File: src/rtl/load_store_unit.sv
// Load/store unit: accepts one access at a time, issues it to memory and holds the completion
// until writeback takes it. Optional misaligned-access trap selected by MISALIGN_TRAP_EN.
module load_store_unit (
  input  logic        clk,
  input  logic        reset,
  input  logic        in_valid,
  output logic        in_ready,
  input  logic        in_write,
  input  logic [31:0] in_addr,
  input  logic [31:0] in_wdata,
  input  logic [1:0]  in_width,
  input  logic        in_extend,
  input  logic [4:0]  in_rd,
  output logic        out_valid,
  input  logic        out_ready,
  output logic [31:0] out_data,
  output logic [4:0]  out_rd,
  output logic        out_is_load,
  output logic        out_exc,
  output logic        mem_req,
  output logic [31:0] mem_addr,
  output logic        mem_write,
  output logic [31:0] mem_wdata,
  output logic [1:0]  mem_width,
  output logic        mem_extend,
  input  logic        mem_ack,
  input  logic [31:0] mem_rdata
);

  typedef enum logic [1:0] {StIdle, StReq, StResp} state_e;

  state_e      state_q, state_d;
  logic        accept;
  logic        misaligned;
  logic        write_q, extend_q, is_load_q, exc_q;
  logic [31:0] addr_q, wdata_q, data_q;
  logic [1:0]  width_q;
  logic [4:0]  rd_q;

  assign accept = in_valid & (state_q == StIdle);

  always_comb begin
    misaligned = 1'b0;
`ifdef MISALIGN_TRAP_EN
    unique case (in_width)
      2'b00:   misaligned = 1'b0;
      2'b01:   misaligned = in_addr[0];
      default: misaligned = |in_addr[1:0];
    endcase
`endif
  end

  always_comb begin
    state_d = state_q;
    unique case (state_q)
      StIdle: if (in_valid) state_d = misaligned ? StResp : StReq;
      StReq:  if (mem_ack) state_d = StResp;
      StResp: if (out_ready) state_d = StIdle;
      default: state_d = StIdle;
    endcase
  end

  always_ff @(posedge clk or posedge reset) begin
    if (reset) begin
      state_q   <= StIdle;
      write_q   <= 1'b0;
      addr_q    <= 32'h0;
      wdata_q   <= 32'h0;
      width_q   <= 2'b00;
      extend_q  <= 1'b0;
      rd_q      <= 5'd0;
      is_load_q <= 1'b0;
      exc_q     <= 1'b0;
      data_q    <= 32'h0;
    end else begin
      state_q <= state_d;
      if (accept) begin
        write_q   <= in_write;
        addr_q    <= in_addr;
        wdata_q   <= in_wdata;
        width_q   <= in_width;
        extend_q  <= in_extend;
        rd_q      <= in_rd;
        is_load_q <= ~in_write;
        exc_q     <= misaligned;
        // A trapped access completes with the faulting address as its result
        if (misaligned) data_q <= in_addr;
      end
      if (state_q == StReq && mem_ack) data_q <= write_q ? 32'h0 : mem_rdata;
    end
  end

  assign in_ready    = (state_q == StIdle);
  assign mem_req     = (state_q == StReq);
  assign out_valid   = (state_q == StResp);
  assign mem_addr    = addr_q;
  assign mem_write   = write_q;
  assign mem_wdata   = wdata_q;
  assign mem_width   = width_q;
  assign mem_extend  = extend_q;
  assign out_rd      = rd_q;
  assign out_is_load = is_load_q;
  assign out_exc     = exc_q;
  assign out_data    = data_q;

endmodule

File: config.mk
export PLATFORM = sky130hd
export DESIGN_NAME = load_store_unit
export DESIGN_NICKNAME = d
export VERILOG_FILES = /design/src/rtl/load_store_unit.sv
export SDC_FILE = /design/constraint.sdc
export NUM_CORES = 1
export LEC_CHECK = 0
export CAP_MARGIN = 30
export CORE_MARGIN = 2
export CORE_UTILIZATION = 50
export CTS_CLUSTER_DIAMETER = 150
export DETAILED_ROUTE_END_ITERATION = 7
export DONT_BUFFER_PORTS = 1
export PLACE_DENSITY_LB_ADDON = 0.1
export REMOVE_ABC_BUFFERS = 1
export SLEW_MARGIN = 20
export SYNTH_ARGS = -nofsm -noshare
export SYNTH_HDL_FRONTEND = slang
export SYNTH_SLANG_ARGS = --single-unit
File: constraint.sdc
create_clock -name clk -period 4.7 [get_ports clk]
set_input_delay 0.705 -clock clk [delete_from_list [all_inputs] [get_ports clk]]
set_output_delay 0.705 -clock clk [all_outputs]
set_load 0.03 [all_outputs]
==> out/results.md <==
## Synthesis
* 275 — cell count after synthesis
* sky130_fd_sc_hd__dfrtp_1 61%, sky130_fd_sc_hd__mux2_1 15%, sky130_fd_sc_hd__mux2_4 9.8%, sky130_fd_sc_hd__nor2b_1 4.6%, sky130_fd_sc_hd__mux2_2 4.3% — top cells by area in the synthesized netlist
* 16.2 sq um — mean instance size in the synthesized netlist
* 20 — number of distinct library cells after synthesis
* 0.607 — fraction of synthesized cell area taken by the top area cell type
* sky130_fd_sc_hd__dfrtp_1 — library cell occupying the most area in the post-synthesis netlist
* 0 — Synth Warn #
* 0.607 — part of the Yosys area used for sequential elements
* 108 — flop and latch count out of synthesis
* 0.00445 sq mm — Syn Std Cell Area

## Drt
* 20.6 um — post-detailed-route wirelength per cell
* 0 — post-route ant nets
* 5.56 — vias per std cell
* 2156 — total number of vias
* 8.00 mm — wirelength, routed
* 49 — 1st-iter DRT viols
* 4 — number of detailed-routing iterations run before antenna repair
* 0 — number of design rule violations left after detail routing

## Timing
* 0 — final setup vio count
* 433 MHz — max frequency
* 0.460 — relative slew slack
* 0 ps — setup total negative slack
* false — unrepaired setup endpoints after global routing
* 0.491 — fraction of the cycle the final worst path needs
* 165 ps — worst hold margin
* 0 — Hold Vio Cnt, Final
* 2390 ps — Setup WS post-layout
* 14.3 ps — Fin Clk Skew
* 0 — Pins Over Slew Limit
* 810 ps — slew at the pin closest to its max-slew limit
* 2310 ps — Tmin final

## Clock network
* done — TritonCTS clock tree
* 0 — quantity of hold-fixing buffers added after cts
* 3 — H-Tree Depth
* 2 — maximum clock path buffer count
* 108 — total clock sinks
* sky130_fd_sc_hd__clkbuf_8 — Root Driver
* 9 — Num CTS Buffers
* 0 — number of buffers added for setup after CTS
* 0 — post-cts repair resize count
* 90 ps — clock slew at reported path FFs
* 360 ps — clock latency on the worst-skew pair

## Setup path
* mem_addr[31]$_DFFE_PP0P_ — end point of the critical path
* flop — category of the worst setup path capture point
* 2390 ps — setup slack of the most critical reg-to-reg path
* flop — nature of the critical path startpoint
* sky130_fd_sc_hd__buf_4 — crit path max-delay cell type
* 730 ps — longest individual stage delay on the worst path
* mem_addr[31]$_DFFE_PP0P_ — FF-to-FF End
* state_q[1]$_DFFE_PP0P_ — CP Launch Point
* 3 — number of cell instances on the worst register-to-register path
* state_q[1]$_DFFE_PP0P_ — reg2reg start
* reg -> reg — category of the most critical setup path
* 2550 ps — WP data arrival
* 64 — largest fanout on the critical path
* 4940 ps — Crit path required time
* nor3b_4, buf_4, mux2_2 — ordered list of cells on the worst path

## Die
* 98.4 um — Die H
* 34 — number of rows created at floorplan
* 98.4 um — die extent in x
* 220 — I/O Pins
* 0.00968 sq mm — area enclosed by the die boundary
* 0.513 — starting density of the core
* 0.00868 sq mm — total core area

## Global route
* met2 — most crowded layer after global routing
* 1 — antenna violations before repair
* 0.254 — met2 Use GR
* 12.4 mm — first-pass GRT wire length
* 0.0852 — grt met3 use
* 2245 — vias in the first global route
* 0 — Congestion Overflow GR
* 0.199 — met1 Usage GRT
* 73 — pin count of the biggest net entering global routing
* 0.166 — global router's overall resource usage

## Final layout
* 388 — number of standard cells in the final layout excluding fillers
* 5.90% — Syn-to-layout area delta
* 108 x sky130_fd_sc_hd__dfrtp_1, 59 x sky130_fd_sc_hd__mux2_1, 33 x sky130_fd_sc_hd__nor2b_1 — commonest non-fill, non-tap cells in the layout
* 711 — fill count
* sky130_fd_sc_hd__dfrtp_1 — commonest non-fill, non-tap cell in the layout
* 0.244 — layout cell share with drive strength beyond 1
* 0.00472 sq mm — Design Area, Final
* 0.543 — utilization after layout
* 385 — number of nets in the layout

## Placement
* 5.68 mm — DP HPWL
* 2170 ps — Setup WS pre-CTS
* 0 — IO buf count
* 0.00445 sq mm — placement-stage cell area
* 370 — number of instances in the placed design
* 0.742 — gpl congestion

## Pwr
* 376 uV — Peak VDD IR
* 852 mW/mm^2 — total power per unit cell area
* 4.02 mW — Power Total
* 2.08 nW — static power due to leakage

## Hold path
* in -> async — class of the tightest hold or removal check

## Flow run
* 0 — number of violations of the max-capacitance limit

## Status
* completed — result of the run

==> registers in the layout, indices dropped and copies added (netlist names) <==
| name | count |
|---|---|
| out_data | 32 |
| mem_addr | 32 |
| mem_write | 1 |
| mem_width | 2 |
| out_is_load | 1 |
| state_q | 2 |
| out_rd | 5 |
| mem_wdata | 32 |
| mem_extend | 1 |
==> worst min path at each step <==
stage / from / to / slack (ps)
after floorplan: state_q[1]$_DFFE_PP0P_ / state_q[0]$_DFFE_PP0P_ / 470
after global routing: reset / mem_wdata[12]$_DFFE_PP0P_ / 150
final: reset / mem_wdata[22]$_DFFE_PP0P_ / 170
after global placement: state_q[1]$_DFFE_PP0P_ / state_q[0]$_DFFE_PP0P_ / 530
after CTS: in_write / out_is_load$_DFFE_PP0P_ / 410
after detailed placement: state_q[1]$_DFFE_PP0P_ / state_q[0]$_DFFE_PP0P_ / 540
==> synth_stat cells <==
cell type and n:
sky130_fd_sc_hd__dfrtp_1 108, sky130_fd_sc_hd__mux2_1 59, sky130_fd_sc_hd__nor2b_1 33, sky130_fd_sc_hd__mux2_4 29, sky130_fd_sc_hd__mux2_2 17, sky130_fd_sc_hd__buf_6 7, sky130_fd_sc_hd__buf_12 3, sky130_fd_sc_hd__clkbuf_1 3
sky130_fd_sc_hd__inv_1 3, sky130_fd_sc_hd__buf_4 2, sky130_fd_sc_hd__nand2b_1 2, sky130_fd_sc_hd__a21o_1 1, sky130_fd_sc_hd__a21oi_1 1, sky130_fd_sc_hd__and2b_1 1, sky130_fd_sc_hd__and3b_1 1, sky130_fd_sc_hd__buf_2 1
sky130_fd_sc_hd__conb_1 1, sky130_fd_sc_hd__mux2i_1 1, sky130_fd_sc_hd__nor2_1 1, sky130_fd_sc_hd__nor3b_2 1
==> logic make-up (layout without fill, tap and decap cells) <==
family                 after synthesis  in the layout  share of synthesized area
muxes                              106            106                      0.292
DFF                                108            108                      0.607
and+or+nand+nor                     39             39                     0.0565
other                                1              2                   0.000842
buffers and inverters               19             23                     0.0407
AOI/OAI and AO/OA                    2              2                    0.00281
==> power breakdown <==
part	switching, mW	internal [mW]	leakage [nW]	total, mW
clock network	0.291	0.312	0.109	0.603
registers	1.20	1.36	1.30	2.56
logic	0.362	0.491	0.669	0.853
==> worst max-delay path, delay by kind of cell, from the launching register on <==
| kind | cells | cell delay [ps] |
|---|---|---|
| mux | 1 | 420 |
| simple gates | 1 | 530 |
| buf+inv | 1 | 730 |
| flops | 1 | 450 |
==> per-layer routing <==
metal / part of all wire / up-vias
li1: - / 929
met1: 0.38 / 1074
met5: 0 / -
met4: 0.020 / 0
met2: 0.48 / 141
met3: 0.12 / 12
==> cell type report <==
| cell class | count | area, sq um | share of cell area |
|---|---|---|---|
| repair buffers | 5 | 70.1 | 0.0149 |
| flip-flops and latches | 108 | 2700 | 0.573 |
| diodes | 1 | 2.50 | 0.000531 |
| inverters | 3 | 13.8 | 0.00292 |
| well taps | 108 | 135 | 0.0287 |
| clock buffers | 11 | 141 | 0.0300 |
| clock inverters | 4 | 73.8 | 0.0157 |
| multi-input cells | 148 | 1580 | 0.334 |
No activity file was read; power rests on OpenSTA's default activity.
==> RTL change, RTL diff (same settings) <==
Make the reset (`reset`) synchronous in one clocked block.
--- a/src/rtl/load_store_unit.sv
+++ b/src/rtl/load_store_unit.sv
@@ -61,5 +61,5 @@
   end
 
-  always_ff @(posedge clk or posedge reset) begin
+  always_ff @(posedge clk) begin
     if (reset) begin
       state_q   <= StIdle;
Formal check against the unedited RTL: differs if reset is asserted again (counterexample within 4 cycles, from zero or initial values and one cycle with reset high); with reset held inactive, the same outputs for 10 cycles.
==> RTL change against the original RTL <==
- hold slack gained 310 ps
- count of clock-buffer cells in the layout grew 3
- final area grew 8.6%
- non-clock buffer count shrank 1
- register-to-register slack gained 770 ps
- area after synthesis grew 12%
- sequential cell count is the same
- wire length grew 23%
- setup slack gained 210 ps
- critical endpoint is now out_valid
- highest routed layer unchanged
Power is not compared: it rests on default switching activity, and its combinational part moved more than twofold at a synthesized area within 25%.
==> RTL change: results (changes against the original RTL) <==
Status
  • Status: complete, no violations (unchanged)

Drt
  • WL/cell: 16.7 um (was 20.6 um)
  • Vias per Instance: 5.13 (was 5.56)

Critical path
  • FF-to-FF End: mem_addr[19] (was mem_addr[31])
  • Worst endpoint data arrival time: 1390 ps (was 2550 ps)
  • Crit path max-delay family: simple AND/OR/NAND/NOR gates (was buffers and inverters)
  • Slowest CP cell: nor2b_1 (was buf_4)
  • Crit. Startpoint: state_q[1] (unchanged)
  • CP max FO: 9 (was 64)

GRT
  • Largest net degree at the start of global routing: 214 (was 73)
  • Vias in the first global route: 2915 (was 2245)
  • GRT Total Usage: 17.6% (was 16.6%)
  • First-pass GRT wire length: 15400 um (was 12400 um)
  • Antenna violations before repair: 0 (was 1)

STA
  • Final Worst Setup Slack: 2600 ps (was 2390 ps)
  • Worst Clk Skew: 5.64 ps (was 14.3 ps)
  • Tightest Pin Transition: 643 ps (was 810 ps)
  • Hold WS: 474 ps (was 165 ps)

Logic synthesis
  • Post-synthesis async set-or-reset flop share: 0% (was 100%)
  • Synthesized instance count: 476 (was 275)
  • Mux contribution to synthesized area: 21.1% (was 29.2%)

Place
  • DP Worst Slack: 2740 ps (was 2170 ps)
  • Routability cong.: 0.751 (was 0.742)

Cells and area
  • N_diodes: 0 (was 1)
  • Layout Nets: 562 (was 385)
## RTL change: cell count changes after synthesis, moves of 32 or more
cell      before  now
nand2b_1       2  177
or3b_2         0   34
mux2i_1        1  105
nor2b_1       33    1
mux2_1        59    0
dfxtp_1        0  108
dfrtp_1      108    0
## RTL change: cell families after synthesis
logic type	Yosys count
flops	108
compound gates	3
simple gates	219
mux	105
other cells	1
buf+inv	40
## RTL change: layout make-up
type                    count  area (um2)  share of cell area [%]
clock buffers              14         183                    3.57
clock inverters             1        5.00                  0.0977
inverters                   1        3.75                  0.0733
multi-input cells         328        2560                    50.0
flip-flops and latches    108        2160                    42.2
well taps                 133         166                    3.25
repair buffers              4        42.5                   0.830
## RTL change: metal layers
metal  share of wire (%)  up-vias  global-route usage (%)
li1                    -     1503                       -
met1                  41     1388                    21.3
met2                  48      124                    27.5
met3                  10        7                    8.56
met4                0.84        0                    5.79
met5                   0        -                       0
